<file path="config.mk">
export PLATFORM = sky130hd
export DESIGN_NAME = cart_loader
export DESIGN_NICKNAME = d
export VERILOG_FILES = /design/src/rtl/scv_cart_pkg.sv /design/src/rtl/cart_loader.sv
export SDC_FILE = /design/constraint.sdc
export NUM_CORES = 1
export LEC_CHECK = 0
export BUFFER_PORTS_ARGS = -buffer_cell sky130_fd_sc_hd__buf_2
export CAP_MARGIN = 20
export CORE_UTILIZATION = 25
export DETAILED_ROUTE_END_ITERATION = 8
export PLACE_DENSITY_LB_ADDON = 0.25
export SLEW_MARGIN = 0
export SYNTH_ARGS = -nofsm -noshare
export SYNTH_HDL_FRONTEND = slang
export SYNTH_SLANG_ARGS = --single-unit
</file>
<file path="constraint.sdc">
create_clock -name CLK -period 13.45 [get_ports CLK]
set_clock_uncertainty 0.15 [all_clocks]
set_input_delay 3.3625 -clock CLK [delete_from_list [all_inputs] [get_ports CLK]]
set_output_delay 3.3625 -clock CLK [all_outputs]
set_load 0.005 [all_outputs]
</file>
<file path="src/rtl/scv_cart_pkg.sv">
// Shared types and helpers for the cartridge ROM loader.
package scv_cart_pkg;

    typedef enum logic [2:0] {
        ST_IDLE = 3'd0,
        ST_LOAD = 3'd1,
        ST_HI   = 3'd2,
        ST_FILL = 3'd3,
        ST_DONE = 3'd4
    } cart_loader_state_t;

    localparam int         ROM_AW_DEF    = 17;
    localparam logic [7:0] FILL_BYTE_DEF = 8'hFF;

    // Round an image size up to the enclosing power of two, minus one; sizes 0 and 1 map to 0.
    function automatic logic [31:0] size_to_mask(input logic [31:0] size);
        logic [31:0] m;
        if (size <= 32'd1) begin
            m = 32'd0;
        end else begin
            m = size - 32'd1;
            m = m | (m >> 1);
            m = m | (m >> 2);
            m = m | (m >> 4);
            m = m | (m >> 8);
            m = m | (m >> 16);
        end
        return m;
    endfunction

endpackage

</file>
<file path="src/rtl/cart_loader.sv">
// Converts the 16-bit host download stream into byte-wide ROM init writes, pads the
// unused ROM space with FILL_BYTE, and publishes the image size, mirror mask and ready flag.
module cart_loader
    import scv_cart_pkg::*;
#(
    parameter int         ROM_AW    = ROM_AW_DEF,
    parameter int         IOCTL_AW  = 25,
    parameter logic [7:0] FILL_BYTE = FILL_BYTE_DEF
) (
    input  logic                CLK,
    input  logic                RESET,
    input  logic                IOCTL_DOWNLOAD,
    input  logic                IOCTL_WR,
    input  logic [IOCTL_AW-1:0] IOCTL_ADDR,
    input  logic [15:0]         IOCTL_DATA,
    output logic                IOCTL_WAIT,
    output logic [ROM_AW-1:0]   INIT_ADDR,
    output logic [7:0]          INIT_DATA,
    output logic                INIT_VALID,
    output logic [ROM_AW:0]     CART_SIZE,
    output logic [ROM_AW-1:0]   ADDR_MASK,
    output logic                OVERFLOW,
    output logic                CART_READY
);

    localparam logic [ROM_AW:0] ROM_DEPTH = {1'b1, {ROM_AW{1'b0}}};

    cart_loader_state_t  state_q;
    logic                dl_prev_q;
    logic [IOCTL_AW-1:0] word_addr_q;
    logic [7:0]          hi_byte_q;
    logic [ROM_AW:0]     fill_cnt_q;
    logic                wait_q;
    logic [ROM_AW-1:0]   init_addr_q;
    logic [7:0]          init_data_q;
    logic                init_valid_q;
    logic [ROM_AW:0]     cart_size_q;
    logic [ROM_AW-1:0]   addr_mask_q;
    logic                overflow_q;
    logic                ready_q;

    logic                dl_rise_d;
    logic [IOCTL_AW-1:0] hi_addr_d;
    logic                lo_in_range_d;
    logic                hi_in_range_d;
    logic [ROM_AW:0]     lo_end_d;
    logic [ROM_AW:0]     hi_end_d;

    // Edge detect, byte addresses, range checks and candidate image ends for both halves of a word.
    always_comb begin
        dl_rise_d     = IOCTL_DOWNLOAD & ~dl_prev_q;
        hi_addr_d     = word_addr_q + {{(IOCTL_AW-1){1'b0}}, 1'b1};
        lo_in_range_d = (IOCTL_ADDR[IOCTL_AW-1:ROM_AW] == '0);
        hi_in_range_d = (hi_addr_d[IOCTL_AW-1:ROM_AW] == '0);
        lo_end_d      = {1'b0, IOCTL_ADDR[ROM_AW-1:0]} + {{ROM_AW{1'b0}}, 1'b1};
        hi_end_d      = {1'b0, hi_addr_d[ROM_AW-1:0]} + {{ROM_AW{1'b0}}, 1'b1};
    end

    // Loader FSM with all outputs registered.
    always_ff @(posedge CLK or posedge RESET) begin
        if (RESET) begin
            state_q      <= ST_IDLE;
            dl_prev_q    <= 1'b0;
            word_addr_q  <= '0;
            hi_byte_q    <= 8'h00;
            fill_cnt_q   <= '0;
            wait_q       <= 1'b0;
            init_addr_q  <= '0;
            init_data_q  <= 8'h00;
            init_valid_q <= 1'b0;
            cart_size_q  <= '0;
            addr_mask_q  <= '0;
            overflow_q   <= 1'b0;
            ready_q      <= 1'b0;
        end else begin
            dl_prev_q <= IOCTL_DOWNLOAD;
            unique case (state_q)
                ST_IDLE, ST_DONE: begin
                    init_valid_q <= 1'b0;
                    wait_q       <= 1'b0;
                    if (dl_rise_d) begin
                        cart_size_q <= '0;
                        overflow_q  <= 1'b0;
                        ready_q     <= 1'b0;
                        state_q     <= ST_LOAD;
                    end
                end
                ST_LOAD: begin
                    if (IOCTL_WR) begin
                        word_addr_q  <= IOCTL_ADDR;
                        hi_byte_q    <= IOCTL_DATA[15:8];
                        init_addr_q  <= IOCTL_ADDR[ROM_AW-1:0];
                        init_data_q  <= IOCTL_DATA[7:0];
                        init_valid_q <= lo_in_range_d;
                        wait_q       <= 1'b1;
                        if (!lo_in_range_d) begin
                            overflow_q <= 1'b1;
                        end else if (lo_end_d > cart_size_q) begin
                            cart_size_q <= lo_end_d;
                        end
                        state_q <= ST_HI;
                    end else if (!IOCTL_DOWNLOAD) begin
                        init_valid_q <= 1'b0;
                        addr_mask_q  <= ROM_AW'(size_to_mask(32'(cart_size_q)));
                        if (cart_size_q == ROM_DEPTH) begin
                            ready_q <= 1'b1;
                            state_q <= ST_DONE;
                        end else begin
                            fill_cnt_q <= cart_size_q;
                            state_q    <= ST_FILL;
                        end
                    end else begin
                        init_valid_q <= 1'b0;
                    end
                end
                ST_HI: begin
                    init_addr_q  <= hi_addr_d[ROM_AW-1:0];
                    init_data_q  <= hi_byte_q;
                    init_valid_q <= hi_in_range_d;
                    wait_q       <= 1'b0;
                    if (!hi_in_range_d) begin
                        overflow_q <= 1'b1;
                    end else if (hi_end_d > cart_size_q) begin
                        cart_size_q <= hi_end_d;
                    end
                    state_q <= ST_LOAD;
                end
                ST_FILL: begin
                    wait_q <= 1'b0;
                    // A new download supersedes the image being padded.
                    if (dl_rise_d) begin
                        init_valid_q <= 1'b0;
                        cart_size_q  <= '0;
                        overflow_q   <= 1'b0;
                        ready_q      <= 1'b0;
                        state_q      <= ST_LOAD;
                    end else if (fill_cnt_q == ROM_DEPTH) begin
                        init_valid_q <= 1'b0;
                        ready_q      <= 1'b1;
                        state_q      <= ST_DONE;
                    end else begin
                        init_valid_q <= 1'b1;
                        init_addr_q  <= fill_cnt_q[ROM_AW-1:0];
                        init_data_q  <= FILL_BYTE;
                        fill_cnt_q   <= fill_cnt_q + {{ROM_AW{1'b0}}, 1'b1};
                    end
                end
                default: begin
                    init_valid_q <= 1'b0;
                    wait_q       <= 1'b0;
                    state_q      <= ST_IDLE;
                end
            endcase
        end
    end

    assign IOCTL_WAIT = wait_q;
    assign INIT_ADDR  = init_addr_q;
    assign INIT_DATA  = init_data_q;
    assign INIT_VALID = init_valid_q;
    assign CART_SIZE  = cart_size_q;
    assign ADDR_MASK  = addr_mask_q;
    assign OVERFLOW   = overflow_q;
    assign CART_READY = ready_q;

endmodule

</file>
== Yosys cells after proc, flatten, opt, wreduce, memory -nomap -nowiden ==
Cells that the tools add are included.

* Flip-flop bits (word level): 119
* Bits in latches: 0
* Memory bits (writable): 0
* Bits in read-only memories: 0
* Bits of input ports: 45
* Output and inout port bits: 64
* Logic and storage cells: 116
* Memories: 0

* $add $sub $neg: 5
* $mul: 0
* Divide/modulo/power cells: 0
* Order comparisons: 3
* Equality and inequality tests: 23
* Shift operators: 0
* Multiplexer cells: 46
* Bitwise gates (word level): 9
* Reductions and logical operators: 17

{| class="wikitable"
|+ Operators by type and width
! operator !! count
|-
| $mux W18 || 11
|-
| $mux W17 || 4
|-
| $pmux W18 S3 || 1
|-
| $pmux W17 S3 || 1
|-
| $add A17 B1 Y18 const B || 2
|-
| $eq A18 B18 Y1 const B || 2
|-
| $gt A18 B18 Y1 || 2
|-
| $pmux W18 S2 || 1
|-
| $or A32 B24 Y32 || 1
|-
| $or A32 B28 Y32 || 1
|-
| $or A32 B30 Y32 || 1
|-
| $or A32 B31 Y32 || 1
|-
| $ne A2 B2 Y1 const B || 14
|-
| $add A25 B1 Y25 const B || 1
|-
| $mux W8 || 3
|-
| $pmux W8 S3 || 1
|-
| $sub A18 B1 Y19 const B || 1
|-
| $add A18 B1 Y18 const B || 1
|-
| $le A18 B1 Y1 const B || 1
|-
| $mux W3 || 6
|-
| $or A17 B16 Y17 || 1
|-
| $logic_not A8 Y1 || 2
|-
| $mux W1 || 14
|-
| $pmux W3 S4 || 1
|-
| 19 further kinds || 29
|}

== Longest topological paths before layout ==
* Depth after elaboration: 7
* Depth in mapped cells: 18

== Worst setup path before layout ==
No wires, ideal clock.

* Kind: in2reg
* Start point: input IOCTL_ADDR[0]
* End point: register cart_size_q[0], in the netlist CART_SIZE[0]
* Library setup time: 125 ps
* Arrival: 6045 ps
* Data required time: 13175 ps
* Path slack: 7130 ps
* Stages: 12
* Path buffers: 0
* Path through: ha_1 -> inv_1 -> nor3_1 -> nand3_1 -> xnor2_1 -> ha_1 -> nand4_1 -> or2_2 -> o221ai_1 -> o211ai_1 -> a211oi_4 -> mux2_2

* Cells in the longest elaborated chain, start to end: 5
* Elaborated cells between the ends (all ways): 8

{| class="wikitable"
|+ RTL lines
! item !! line !! source
|-
| from (decl) || cart_loader.sv:14 || <nowiki>input logic [IOCTL_AW-1:0] IOCTL_ADDR,</nowiki>
|-
| $add A17 B1 Y18 (*) || cart_loader.sv:55 || <nowiki>lo_end_d = {1'b0, IOCTL_ADDR[ROM_AW-1:0]} + {{ROM_AW{1'b0}}, 1'b1};</nowiki>
|-
| parallel branches: the longest is 4 deep, another holds $gt A18 B18 Y1 || n/a ||
|-
| to (signal assigned) || cart_loader.sv:99 || <nowiki>cart_size_q <= lo_end_d;</nowiki>
|-
| to (signal assigned) || cart_loader.sv:124 || <nowiki>cart_size_q <= hi_end_d;</nowiki>
|-
| to (decl) || cart_loader.sv:37 || <nowiki>logic [ROM_AW:0] cart_size_q;</nowiki>
|}

Mark *: on every way between the ends. The select of a mux whose other input is x is not followed.
A chain may end at the register's enable or synchronous reset.

== Worst setup path in the final report ==
* Start point: input IOCTL_ADDR[0]
* End point: register cart_size_q[17], in the netlist CART_SIZE[17]

Same word-level chain as after synthesis.

==> results_dict.tcl <==
set metrics [dict create \
    status "finished clean" \
    vias_per_cell 5.184 \
    power_mw 2.455 \
    dr.pass1.iters 5 \
    drive_above_1_share_pct 19.58 \
    post-route-util_pct 30.18 \
    clock_power_share_pct 18.1 \
    routabilityCongestion 0.8825 \
    postSynth.asyncResetShare_pct 100.0 \
    drc 0 \
    crit_family "compound AO/OA/AOI/OAI gates" \
    layout_commonest_cell "nand2_1" \
    cp_num_buf_inv 2 \
    overflow 0 \
    setup_viol 0 \
    fill_cells 3573 \
    post-route-min-period_ns 6.948 \
    cts_tree "done" \
    synth_top_area_share_pct 35.35 \
    cts_hold_buffers 0 \
    cts.path.max_buffers 2 \
    finalCritPeriodShare_pct 51.66 \
    ant_nets 0 \
    cp_max_fo 18 \
    power_frac_comb_pct 51.2 \
    drt-wirelength-per-cell_um 18.85 \
    start_util_pct 25.63 \
    stdcell_count 1494 \
    critPathArrivalTime_ns 7.10 \
    setup_slack_ns 6.502 \
    multi_input_area_um2 5067 \
    ctsResizeCount 0 \
    numCtsBuffers 17 \
    grt_pass1_wl_um 44480 \
    synth_area_leaders "dfrtp_1, ha_1, nand2_1" \
    register_area_um2 2978 \
    hpwlAfterDp_um 21730 \
    diodes 0 \
    ys_ff_latch 119 \
    wl_um 28160 \
    slew_violations 0 \
    slew_headroom_pct 26.88 \
    cts_sinks 119 \
    synth.avg_cell_area_um2 8.748 \
    synthesis.area_um2 8424 \
    power.switching_mw 1.133 \
    worst_setup_path_end_kind "flip-flop" \
    ys_warn_count 0 \
    postSynthNetCount 1053 \
    hold_class "flip-flop to flip-flop" \
    cp-start-kind "primary input" \
    grt_max_degree 63 \
    p_leak_nw 4.184 \
    nets 1130 \
    core_area_um2 32870 \
    p_int_mw 1.322 \
    rsz0062_at_grt "no" \
    clk_latency_ns 0.43 \
    crit_top_cell "ha_1" \
    worstPathRequired_ns 13.61 \
    path_class "primary input to flip-flop" \
    p_seq_share_pct 30.6 \
    grt_usage_pct 17.02 \
    synth_flop_cell "dfrtp_1" \
    synth_edf_count 0 \
    die_area_um2 34440 \
    drv_cap 0 \
    io_pins 109 \
    drtIter0Drc 534 \
    synthDistinctLibCells 75 \
    row_count 66 \
    worst_slew_pin_slew_ns 1.093 \
    vias 7745 \
    antenna_found_initial 0 \
    most-common-layout-cells "nand2_1, dfrtp_1, buf_2" \
    peakVddDrop_mv 0.1082 \
    place_ws_ns 6.063 \
    htreeDepth 4 \
    ctsRootBufferMaster "clkbuf_16" \
    max_stage_delay_ns 0.95 \
    final_cell_area_um2 9918 \
    postCtsSetupRepairBufs 0 \
    synthToLayoutAreaGrowth_pct 17.73 \
    syn_inst 963 \
    synth_top_area_cell "dfrtp_1" \
    yosysSeqAreaShare_pct 35.35 \
    dp.cells 1463 \
    clk_pin_slew_ns 0.06 \
    die_y_um 185.6 \
    tns_ns 0 \
    dpl_cell_area_um2 9348 \
    io_buffers 108 \
    crit_slowest_cell "a211oi_4" \
    grt_pass1_vias 7540 \
    swShare_pct 46.14 \
    hold_viol 0 \
    die_x_um 185.6 \
    fmax_mhz 143.9 \
    fin_worst_hold_slack_ns 0.3183 \
    crit_path_cell_trace "buf_2, ha_1, inv_1, nor3_1, nand3_1, xnor2_1, ha_1, nand4_1, or2_2, o221ai_1, o211ai_1, a211oi_4, mux2_2" \
    powerDensity_nw_per_um2 247.5 \
]
[area by class of cell]
cell class                 instances  area share [%]
clock inverter                     7          0.6938
clock buffer                      24           5.059
timing repair buffer             117           6.131
sequential                       119           30.02
multi-input combinational        748           51.09
inverter                          37           1.426
tap                              442           5.576
[worst reg2reg max path, stage by stage (launching register included)]
cell       delay, ns
dfrtp_1         0.51
ha_1            0.32
and3_1          0.31
o211ai_1        0.17
a2111oi_2       0.54
o21ai_0         0.35
or3_1           0.45
and2_1          0.17
ha_1            0.27
nand3_1         0.12
o41ai_1         0.51
a21oi_1         0.17
a211oi_4        0.88
mux2_2          0.43
[flip-flops by register name, indices dropped and copies added, names as in the netlist]
signal	count
CART_READY	1
INIT_ADDR	17
fill_cnt_q	18
CART_SIZE	18
INIT_VALID	1
state_q	3
OVERFLOW	1
hi_byte_q	8
word_addr_q	25
INIT_DATA	8
dl_prev_q	1
ADDR_MASK	17
IOCTL_WAIT	1
[power groups by stage]
stage,Sequential [mW],Clock (mW),Combinational [mW]
after floorplan,0.656,0,0.930
after global routing,0.786,0.472,1.41
after detailed placement,0.754,0,1.26
after global placement,0.751,0,1.25
final,0.752,0.445,1.26
after CTS,0.749,0.456,1.26
[per-layer routing]
layer	vias up	share of wire [%]	GRT usage, %
li1	3686	-	-
met1	3812	48	23.49
met2	227	46	27.00
met3	20	5.0	3.209
met4	0	1.2	4.557
met5	-	0	0
[final timing paths]
path / end / cells past startpoint / slack (ns) / from
max: CART_SIZE[17]$_DFFE_PP0P_ / 13 / 6.50 / IOCTL_ADDR[0]
min: ADDR_MASK[6]$_DFFE_PP0P_ / 1 / 0.32 / ADDR_MASK[6]$_DFFE_PP0P_
max reg2reg: CART_SIZE[17]$_DFFE_PP0P_ / 13 / 7.98 / word_addr_q[0]$_DFFE_PP0P_
min reg2reg: ADDR_MASK[6]$_DFFE_PP0P_ / 1 / 0.32 / ADDR_MASK[6]$_DFFE_PP0P_
max in group asynchronous: state_q[2]$_DFFE_PP0P_ / 3 / 8.93 / RESET
min in group asynchronous: word_addr_q[4]$_DFFE_PP0P_ / 2 / 2.91 / RESET
[cell families (layout without fill, tap and decap cells)]
| group | after synthesis | in the layout | share of synthesized area (%) |
|---|---|---|---|
| xor gates and xnor gates | 50 | 50 | 5.198 |
| AOI/OAI and AO/OA | 266 | 266 | 21.05 |
| adders and majority gates | 45 | 45 | 6.683 |
| and+or+nand+nor | 328 | 328 | 19.56 |
| buffers and inverters | 96 | 185 | 4.604 |
| muxes | 59 | 59 | 7.560 |
| DFF | 119 | 119 | 35.35 |
[synthesized netlist by cell type (8+ instances only)]
master	count
nor4_1	9
nand3_1	27
o211ai_1	11
nand2_1	120
nand4_1	19
a22oi_1	15
nor3_1	23
nor2_1	56
mux2_2	37
o22ai_1	19
nor2b_1	9
a211oi_1	13
a21o_1	12
and3_1	17
o21ai_0	75
buf_2	10
a31oi_1	9
xnor2_1	33
clkbuf_1	42
ha_1	45
inv_1	37
dfrtp_1	119
mux2i_1	22
nand2b_1	8
a22o_1	12
a21oi_1	44
xor2_1	17
No activity file was read; power rests on OpenSTA's default activity.
